[config.mk]
export PLATFORM = sky130hd
export DESIGN_NAME = led_bouncer
export DESIGN_NICKNAME = d
export VERILOG_FILES = /design/src/rtl/led_bouncer_pkg.sv /design/src/rtl/led_bouncer_blink_gen.sv /design/src/rtl/led_bouncer.sv
export SDC_FILE = /design/constraint.sdc
export NUM_CORES = 1
export LEC_CHECK = 0
export BUFFER_PORTS_ARGS = -buffer_cell sky130_fd_sc_hd__buf_2
export CELL_PAD_IN_SITES_DETAIL_PLACEMENT = 1
export CELL_PAD_IN_SITES_GLOBAL_PLACEMENT = 1
export CORE_MARGIN = 2
export CORE_UTILIZATION = 43
export CTS_CLUSTER_DIAMETER = 30
export CTS_CLUSTER_SIZE = 28
export DETAILED_ROUTE_END_ITERATION = 16
export PLACE_DENSITY_LB_ADDON = 0.1
export SYNTH_ARGS = -nofsm -noshare
export SYNTH_HDL_FRONTEND = slang
export SYNTH_SLANG_ARGS = --single-unit
[constraint.sdc]
create_clock -name clk -period 2.6 [get_ports clk]
set_input_delay 0.13 -clock clk [delete_from_list [all_inputs] [get_ports clk]]
set_output_delay 0.13 -clock clk [all_outputs]
set_load 0.02 [all_outputs]
[src/rtl/led_bouncer_pkg.sv]
// Shared types and width helpers for the bouncing-LED indicator.
package led_bouncer_pkg;

  typedef enum logic [1:0] {
    ST_IDLE   = 2'b00,
    ST_RUN    = 2'b01,
    ST_PAUSED = 2'b10
  } state_t;

  localparam logic [1:0] REG_MID   = 2'b00;
  localparam logic [1:0] REG_RIGHT = 2'b01;
  localparam logic [1:0] REG_LEFT  = 2'b10;

  function automatic int clog2_min1(input int n);
    return (n <= 1) ? 1 : $clog2(n);
  endfunction

  function automatic int max_int(input int a, input int b);
    return (a > b) ? a : b;
  endfunction

endpackage

[src/rtl/led_bouncer_blink_gen.sv]
// Square-wave phase generator: toggles every CLK_HZ/(2*RATE_HZ) enabled cycles.
module blink_gen
  import led_bouncer_pkg::*;
#(
  parameter int CLK_HZ  = 100_000_000,
  parameter int RATE_HZ = 5
) (
  input  logic clk,
  input  logic rst,
  input  logic en,
  input  logic clr,
  output logic phase
);

  localparam int HALF = max_int(1, CLK_HZ / (2 * RATE_HZ));
  localparam int BW   = clog2_min1(HALF);
  localparam logic [BW-1:0] HALF_LAST = BW'(HALF - 1);

  logic [BW-1:0] r_cnt;
  logic          r_phase;

  // Half-period counter and phase flip-flop; clr restarts the pattern lit.
  always_ff @(posedge clk or posedge rst) begin
    if (rst) begin
      r_cnt   <= '0;
      r_phase <= 1'b1;
    end else if (clr) begin
      r_cnt   <= '0;
      r_phase <= 1'b1;
    end else if (en) begin
      if (r_cnt == HALF_LAST) begin
        r_cnt   <= '0;
        r_phase <= ~r_phase;
      end else begin
        r_cnt <= r_cnt + BW'(1);
      end
    end
  end

  assign phase = r_phase;

endmodule

[src/rtl/led_bouncer.sv]
// Single lit LED walking along a bar, bouncing at both ends, with run/pause/stop control.
module led_bouncer
  import led_bouncer_pkg::*;
#(
  parameter int   N_LED      = 16,
  parameter int   CLK_HZ     = 100_000_000,
  parameter int   TICK_HZ    = 100,
  parameter int   T_UP       = 160,
  parameter int   T_DOWN     = 50,
  parameter int   LB         = 10,
  parameter int   RB         = 2,
  parameter int   START_POS  = 7,
  parameter logic DIR_INIT   = 1'b0,
  parameter int   BLINK_L_HZ = 5,
  parameter int   BLINK_R_HZ = 15
) (
  input  logic                     clk,
  input  logic                     rst,
  input  logic                     start,
  input  logic                     pause,
  input  logic                     stop,
  output logic [N_LED-1:0]         led,
  output logic [$clog2(N_LED)-1:0] pos,
  output logic                     dir,
  output logic [1:0]               region,
  output logic                     running,
  output logic                     step
);

  localparam int PW    = $clog2(N_LED);
  localparam int PRESC = CLK_HZ / TICK_HZ;
  localparam int CW    = clog2_min1(PRESC);
  localparam int TW    = clog2_min1(max_int(T_UP, T_DOWN) + 1);

  localparam logic [CW-1:0] PRESC_LAST = CW'(PRESC - 1);
  localparam logic [TW-1:0] UP_LAST    = TW'(T_UP - 1);
  localparam logic [TW-1:0] DN_LAST    = TW'(T_DOWN - 1);
  localparam logic [PW-1:0] POS_TOP    = PW'(N_LED - 1);
  localparam logic [PW-1:0] POS_START  = PW'(START_POS);

  state_t            r_state;
  state_t            w_state_nxt;
  logic [CW-1:0]     r_presc;
  logic [TW-1:0]     r_tcnt;
  logic [PW-1:0]     r_pos;
  logic              r_dir;
  logic [N_LED-1:0]  r_led;
  logic              r_step;
  logic [N_LED-1:0]  w_led_nxt;
  logic [1:0]        w_region;
  logic              w_load;
  logic              w_cnt_en;
  logic              w_tick;
  logic              w_step_due;
  logic              w_phase_l;
  logic              w_phase_r;

  // start only acts from IDLE; stop overrides everything.
  assign w_load     = (r_state == ST_IDLE) && start && !stop;
  assign w_cnt_en   = (r_state == ST_RUN) && !stop;
  assign w_tick     = (r_presc == PRESC_LAST);
  assign w_step_due = w_cnt_en && w_tick && (r_tcnt == (r_dir ? UP_LAST : DN_LAST));

  always_ff @(posedge clk or posedge rst) begin
    if (rst) begin
      r_state <= ST_IDLE;
    end else begin
      r_state <= w_state_nxt;
    end
  end

  always_comb begin
    w_state_nxt = r_state;
    case (r_state)
      ST_IDLE: begin
        if (stop)       w_state_nxt = ST_IDLE;
        else if (start) w_state_nxt = ST_RUN;
        else            w_state_nxt = ST_IDLE;
      end
      ST_RUN: begin
        if (stop)       w_state_nxt = ST_IDLE;
        else if (pause) w_state_nxt = ST_PAUSED;
        else            w_state_nxt = ST_RUN;
      end
      ST_PAUSED: begin
        if (stop)       w_state_nxt = ST_IDLE;
        else if (pause) w_state_nxt = ST_RUN;
        else            w_state_nxt = ST_PAUSED;
      end
      default: w_state_nxt = ST_IDLE;
    endcase
  end

  always_ff @(posedge clk or posedge rst) begin
    if (rst) begin
      r_presc <= '0;
      r_tcnt  <= '0;
    end else if (w_load) begin
      r_presc <= '0;
      r_tcnt  <= '0;
    end else if (w_cnt_en) begin
      if (w_tick) begin
        r_presc <= '0;
        r_tcnt  <= w_step_due ? '0 : r_tcnt + TW'(1);
      end else begin
        r_presc <= r_presc + CW'(1);
      end
    end
  end

  // Bounce: an end position reverses direction and steps back inward.
  always_ff @(posedge clk or posedge rst) begin
    if (rst) begin
      r_pos  <= POS_START;
      r_dir  <= DIR_INIT;
      r_step <= 1'b0;
    end else begin
      r_step <= w_step_due;
      if (w_load) begin
        r_pos <= POS_START;
        r_dir <= DIR_INIT;
      end else if (w_step_due) begin
        if (r_dir) begin
          if (r_pos == POS_TOP) begin
            r_pos <= POS_TOP - PW'(1);
            r_dir <= 1'b0;
          end else begin
            r_pos <= r_pos + PW'(1);
          end
        end else begin
          if (r_pos == '0) begin
            r_pos <= PW'(1);
            r_dir <= 1'b1;
          end else begin
            r_pos <= r_pos - PW'(1);
          end
        end
      end
    end
  end

  always_comb begin
    if (int'(r_pos) > LB)      w_region = REG_LEFT;
    else if (int'(r_pos) < RB) w_region = REG_RIGHT;
    else                       w_region = REG_MID;
  end

  blink_gen #(.CLK_HZ(CLK_HZ), .RATE_HZ(BLINK_L_HZ)) u_blink_l (
    .clk(clk), .rst(rst), .en(r_state == ST_RUN), .clr(w_load), .phase(w_phase_l)
  );

  blink_gen #(.CLK_HZ(CLK_HZ), .RATE_HZ(BLINK_R_HZ)) u_blink_r (
    .clk(clk), .rst(rst), .en(r_state == ST_RUN), .clr(w_load), .phase(w_phase_r)
  );

  always_comb begin
    w_led_nxt = '0;
    case (r_state)
      ST_RUN: begin
        case (w_region)
          REG_LEFT:  w_led_nxt[r_pos] = w_phase_l;
          REG_RIGHT: w_led_nxt[r_pos] = w_phase_r;
          default:   w_led_nxt[r_pos] = 1'b1;
        endcase
      end
      ST_PAUSED: w_led_nxt[r_pos] = 1'b1;
      default:   w_led_nxt = '0;
    endcase
  end

  always_ff @(posedge clk or posedge rst) begin
    if (rst) begin
      r_led <= '0;
    end else begin
      r_led <= w_led_nxt;
    end
  end

  assign led     = r_led;
  assign pos     = r_pos;
  assign dir     = r_dir;
  assign region  = w_region;
  assign running = (r_state == ST_RUN);
  assign step    = r_step;

endmodule

======== Word-level counts from Yosys, hierarchy flattened ========
Index checks and enable logic that the tools add are counted.
storage, ports and cells
  register bits after elaboration ......... 100
  bits of input ports ..................... 5
  word-level logic and storage cells ...... 95
  output and inout port bits .............. 25
operators by class
  equal/unequal tests ..................... 9
  magnitude comparators ................... 4
  muxes and demuxes ....................... 43
  reductions and logical operators ........ 18
  $add $sub $neg .......................... 6
  bitwise operators ....................... 4
operators by type and width
  operator                                            count
  two-way mux 24 bit                                  3
  two-way mux 22 bit                                  3
  one-hot mux 16 bit (2 select lines)                 2
  two-way mux 20 bit                                  3
  two-way mux 8 bit                                   5
  AND 16 bit                                          2
  adder 24 x 1 -> 24 bit, second input constant       1
  == test 24 bit, second input constant               1
  adder 22 x 1 -> 22 bit, second input constant       1
  == test 22 bit, second input constant               1
  adder 20 x 1 -> 20 bit, second input constant       1
  == test 20 bit, second input constant               1
  two-way mux 4 bit                                   5
  two-way mux 1 bit                                   15
  nonzero test 2 bit                                  6
  two-way mux 2 bit                                   5
  adder 8 x 1 -> 8 bit, second input constant         1
  == test 8 bit                                       1
  logical AND 1 bit                                   6
  one-hot mux 2 bit (3 select lines)                  1
  AND reduction 2 bit                                 3
  < comparator 4 x 5 -> 1 bit, second input constant  1
  adder 4 x 1 -> 4 bit, second input constant         1
  demux 1 bit (select 4 bit)                          1
  other kinds (11)                                    14

======== Logic depth before layout (Yosys ltp) ========
  depth after elaboration ................. 8
  mapped depth ............................ 9
  depth with buffers taken out ............ 7

======== By module ========
A second synthesis with hierarchy kept.
second synthesis, totals
  cell total of the unflattened synthesis .. 600
  area, all modules ....................... 5,597.9 µm²
modules (own cells, without submodules)
  module                  area an instance (µm²)  sequential area each (µm²)  times used  cells each
  led_bouncer             2,776.4                 1,305.0                     1           290
  blink_gen at u_blink_r  1,480.2                 576.8                       1           165
  blink_gen at u_blink_l  1,341.3                 626.9                       1           145

======== Worst setup path before layout ========
OpenSTA, ideal clock, no wires.
  kind .................................... flip-flop to flip-flop
  from .................................... reg r_state[1]
  to ...................................... reg r_pos[0], in the netlist pos[0]
  period minus slack after synthesis ...... 2,482 ps
  path slack .............................. 118 ps
  arrival ................................. 2,396 ps
  path buffers ............................ 2
  cell stages (with the launch flop) ...... 9
  data required time ...................... 2,514 ps
  library setup time ...................... 86 ps
  cells stage by stage .................... dfrtp_1 -> inv_1 -> ha_1 -> clkbuf_1 -> nand2b_1 -> or4_1 -> clkbuf_1 -> or2_1 -> a2111o_1
on the way
  longest elaborated chain between the ends .. 5
  elaborated cells between the ends (all ways) .. 9
  classes of those cells .................. 1 x eq/ne; 1 x mux; 7 x reduce/logical
RTL lines
  item                             RTL line            text
  start: declaration               led_bouncer.sv:41   state_t r_state;
  start signal: assignment         led_bouncer.sv:68   r_state <= w_state_nxt;
  == test 2 x 1 -> 1 bit           --
  net running                      led_bouncer.sv:26   output logic running,
  logical AND 1 bit                led_bouncer.sv:60   assign w_cnt_en = (r_state == ST_RUN) && !stop;
  logical AND 1 bit (2 in series)  led_bouncer.sv:62   assign w_step_due = w_cnt_en && w_tick && (r_tcnt == (r_dir ? UP_LAST : DN_LAST));
  nonzero test 2 bit (no line)     --
  end signal: assignment           led_bouncer.sv:125  r_pos <= POS_TOP - PW'(1);
  end signal: assignment           led_bouncer.sv:128  r_pos <= r_pos + PW'(1);
  end signal: assignment           led_bouncer.sv:135  r_pos <= r_pos - PW'(1);
  end: declaration                 led_bouncer.sv:45   logic [PW-1:0] r_pos;
The timed path passes the listed nets, and every way through them passes these cells.
A chain may end at the register's enable or synchronous reset.

======== Final worst setup path ========
  from .................................... reg u_blink_l.r_cnt[8]
  to ...................................... reg u_blink_l.r_cnt[20]
on the way
  longest elaborated chain between the ends .. 4
  elaborated cells between the ends (all ways) .. 5
  classes of those cells .................. 1 x add/sub; 1 x eq/ne; 3 x mux
RTL lines
  item                                                             RTL line                                                  text
  start: declaration                                               led_bouncer_blink_gen.sv:19                               logic [BW-1:0] r_cnt;
  start signal: assignment                                         led_bouncer_blink_gen.sv:35                               r_cnt <= r_cnt + BW'(1);
  adder 24 x 1 -> 24 bit / == test 24 bit (equally long branches)  led_bouncer_blink_gen.sv:35, led_bouncer_blink_gen.sv:31
  two-way mux 24 bit *                                             led_bouncer_blink_gen.sv:31                               if (r_cnt == HALF_LAST) begin
  two-way mux 24 bit *                                             led_bouncer_blink_gen.sv:30                               end else if (en) begin
  two-way mux 24 bit *                                             led_bouncer_blink_gen.sv:27                               end else if (clr) begin
Every way passes the cells marked *; elsewhere a longest branch is shown, timed or not. The select of a mux whose other input is x is not followed.

==> results by group <==
Route
  • Drt first pass iters: 4
  • Via/cell ratio: 5.70
  • Met3 wire length: 382 um
  • Via count: 4630
  • Uppermost layer routed: met4
  • Wl on met1: 6480 um
  • DRC: 0
  • Routed len/inst: 17.2 um
  • Iter 0 DRT Violations: 244
  • Drt total wl: 13900 um
  • Routed Antenna Nets: 0
  • Met2 WL post-DR: 6860 um

Critical path
  • Endpoint type of the worst setup path: flop
  • Worst EP arrival: 2.62 ns
  • Worst-path cell with the longest stage delay: or4b_1
  • Worst Path Buf+Inv: 0
  • Crit-path max FO: 9
  • Critical Path Source Type: flop
  • CP Cell Sequence: or4b_1 -> or4_1 -> o211ai_2 -> o21ai_0 -> a22o_1
  • Critical path class: flop to flop
  • Delay-heaviest family, CP: simple AND/OR/NAND/NOR gates
  • Max incr delay on CP: 0.53 ns
  • CP required: 2.84 ns

Die
  • Initial core utilization: 43.6%
  • Die ar.: 13600 um2
  • Die height: 117 um
  • Core ar.: 12500 um2
  • Die width: 117 um
  • Row Count: 41
  • I/O pin count: 30

Clocking
  • Total CTS buffers: 9
  • TritonCTS clock tree: yes
  • CTS sink count: 100
  • H-tree levels: 3
  • Worst-Skew Late Latency: 0.36 ns
  • Clock transition at path regs: 0.07 ns
  • Root Driver: clkbuf_16
  • Clk buf depth: 2

GRT
  • Antenna violations before repair: 0
  • Gr ovfl total: 0
  • Largest net degree at the start of global routing: 101
  • Total track usage: 22.1%
  • Vias in the first global route: 4736
  • Global-route wire length before repair: 23700 um

STA
  • Setup Viol. Count Final: 0
  • Worst Tran Pin Value: 0.770 ns
  • Maximum clock frequency: 420 MHz
  • Max Transition Viols Final: 0
  • Relative slew slack: 48.3%
  • Crit share post-route: 91.5%
  • RSZ-0062 raised after global routing: no
  • Endpoints failing hold: 0
  • Setup TNS: 0 ns
  • Post-Route Skew: 0.00873 ns
  • Minimum clock period: 2.38 ns

Pwr
  • Leakage power: 2.74 nW
  • P per Cell Area: 546 nW/um2
  • Sequential Power Share: 50.0%
  • Internal Power: 0.00249 W
  • Psw: 0.000880 W
  • VDD IR max: 0.302 mV
  • Switching Fraction: 26.1%
  • Clock share of power: 40.8%
  • Logic pwr share: 9.2%

Layout
  • Final Non-Filler Cells: 812
  • Area grow syn2layout: 13.0%
  • Share of cells above drive strength 1: 11.9%
  • Nets@finish: 653
  • Fillcell total: 1492
  • # diodes: 0

Synth
  • Syn_nets: 620
  • Count of cell types in the netlist: 63
  • Seq cells post-synth: 100
  • Share of flip-flops with an asynchronous set or reset: 100%
  • Mapped cell area: 5460 um2
  • Post-synthesis sequential area ratio: 46.0%
  • Total number of yosys warnings: 0
  • Top_reg_cell synth: dfrtp_1
  • Post-Syn Instances: 602
  • Avg Inst Size Synth: 9.07 um2
  • Number of flops mapped to enable cells by yosys: 0

Outcome
  • Status: complete, no violations

Placement
  • Gp weighted congestion: 0.857
  • Post-Place Cells: 795
  • Port buffer count: 29
  • Final HPWL DP: 9800 um

Min path
  • Worst min path class: input port to flop

Job
  • Max-Cap Viols: 0
==> final cells by class <==
type / instances / area (um2) / area share, %
clock buffers: 12 / 246 / 4.00
clock inverters: 4 / 50.0 / 0.811
well taps: 172 / 215 / 3.49
inverters: 18 / 71.3 / 1.16
multi-input cells: 458 / 2770 / 45.0
repair buffers: 48 / 303 / 4.91
flip-flops and latches: 100 / 2510 / 40.7
==> state kept, by name (all words and copies together) (netlist names) <==
signal,flops
dir,1
led,16
pos,4
r_presc,20
r_state,2
r_tcnt,8
step,1
u_blink_l.phase,1
u_blink_l.r_cnt,24
u_blink_r.phase,1
u_blink_r.r_cnt,22
==> layout by cell type, fill, tap and decap left out, drive strengths merged, types with 3 or more instances in the layout <==
master	instances
dfrtp	95
nor2	80
nand2	54
buf	47
nand3	39
o21ai	28
a21oi	26
xor2	26
nor3	26
and3	22
nand4	19
xnor2	19
inv	17
ha	13
clkbuf	12
or3	9
nor4b	8
nor4	6
mux2i	6
nand3b	5
and4	5
nor3b	5
dfstp	5
or4b	5
and2	4
a31oi	4
nor4bb	3
a31o	3
o22a	3
nand2b	3
a21o	3
clkinvlp	3
or4	3
or2	3
o211ai	3
==> metal layers <==
layer / global-route usage (%) / up-vias
met5: 0 / -
met4: 7.76 / 0
met2: 37.1 / 61
met1: 29.3 / 2340
li1: - / 2213
met3: 3.11 / 16
==> cells in the mapped netlist (2+ instances only) <==
library cell	count	area share, %
clkbuf_1	23	1.6
o211ai_1	2	0.28
a21oi_1	26	2.4
mux2i_1	6	1.1
and3_1	22	2.5
nand3_1	39	3.6
dfrtp_1	95	44
a21o_1	3	0.41
a31o_2	3	0.48
buf_2	2	0.18
ha_1	13	3.0
inv_1	18	1.2
o21ai_0	26	2.4
nor3b_1	5	0.69
xor2_1	26	4.2
nor4b_1	8	1.3
and2_1	4	0.46
nand4_1	19	2.2
or4_1	2	0.28
a31oi_1	4	0.46
nand2b_1	3	0.34
nor4bb_1	3	0.55
nor3_1	25	2.3
a41oi_1	2	0.32
or3_1	9	1.0
or2_1	2	0.23
dfstp_2	5	2.4
and4_1	5	0.80
o22a_1	3	0.48
nor2_1	80	5.5
nor2b_1	2	0.23
o2111ai_1	2	0.32
xnor2_1	19	3.0
or4b_1	4	0.73
nand3b_1	5	0.69
nand2_1	54	3.7
nor4_1	6	0.69
a211oi_1	2	0.28
==> power groups by stage <==
stage                     clock, W  sequential, W  combinational [W]
final                      0.00137        0.00168           0.000311
after global routing       0.00147        0.00169           0.000355
after CTS                  0.00140        0.00168           0.000316
after detailed placement         0        0.00171           0.000311
after floorplan                  0        0.00169           0.000210
after global placement           0        0.00170           0.000299
==> what timing repair did <==
item                                   in CTS  in global routing
hold buffers                                1                  0
endpoints found under the hold margin      95                  0
gates resized for setup                     0                  0
setup buffers                               0                  0
==> metrics by stage <==
step	hold slack (ns)	cell area [um2]	util (%)	setup WS (ns)	total power [W]
after CTS	0.0751	6170	49.3	0.239	0.00340
after detailed placement	0.336	5860	46.8	0.241	0.00202
after floorplan	0.293	5460	-	0.118	0.00190
after global placement	0.333	5860	46.8	0.278	0.00200
after global routing	0.112	6170	49.3	0.0666	0.00351
final	0.0906	6170	49.3	0.220	0.00337
==> path summary, 6_finish.rpt <==
kind / startpoint / cells after the start / to / slack (ns)
max in group asynchronous: rst / 4 / u_blink_l.r_cnt[0]$_DFFE_PP0P_ / 1.70
hold reg to reg: u_blink_r.r_cnt[20]$_DFFE_PP0P_ / 1 / u_blink_r.r_cnt[20]$_DFFE_PP0P_ / 0.52
min in group asynchronous: rst / 4 / u_blink_r.r_cnt[16]$_DFFE_PP0P_ / 0.47
hold / removal: stop / 2 / r_state[0]$_DFF_PP0_ / 0.09
setup / recovery: u_blink_l.r_cnt[8]$_DFFE_PP0P_ / 5 / u_blink_l.r_cnt[20]$_DFFE_PP0P_ / 0.22
setup reg to reg: u_blink_l.r_cnt[8]$_DFFE_PP0P_ / 5 / u_blink_l.r_cnt[20]$_DFFE_PP0P_ / 0.22
==> cells by family after synthesis <==
logic type / after synthesis / synth area share [%]
simple gates: 304 / 29.0
flops: 100 / 46.0
compound gates: 90 / 10.5
xor+xnor: 45 / 7.22
buf+inv: 44 / 3.21
fa+ha+maj: 13 / 2.98
mux: 6 / 1.10
Power figures use the tool's default switching activity.
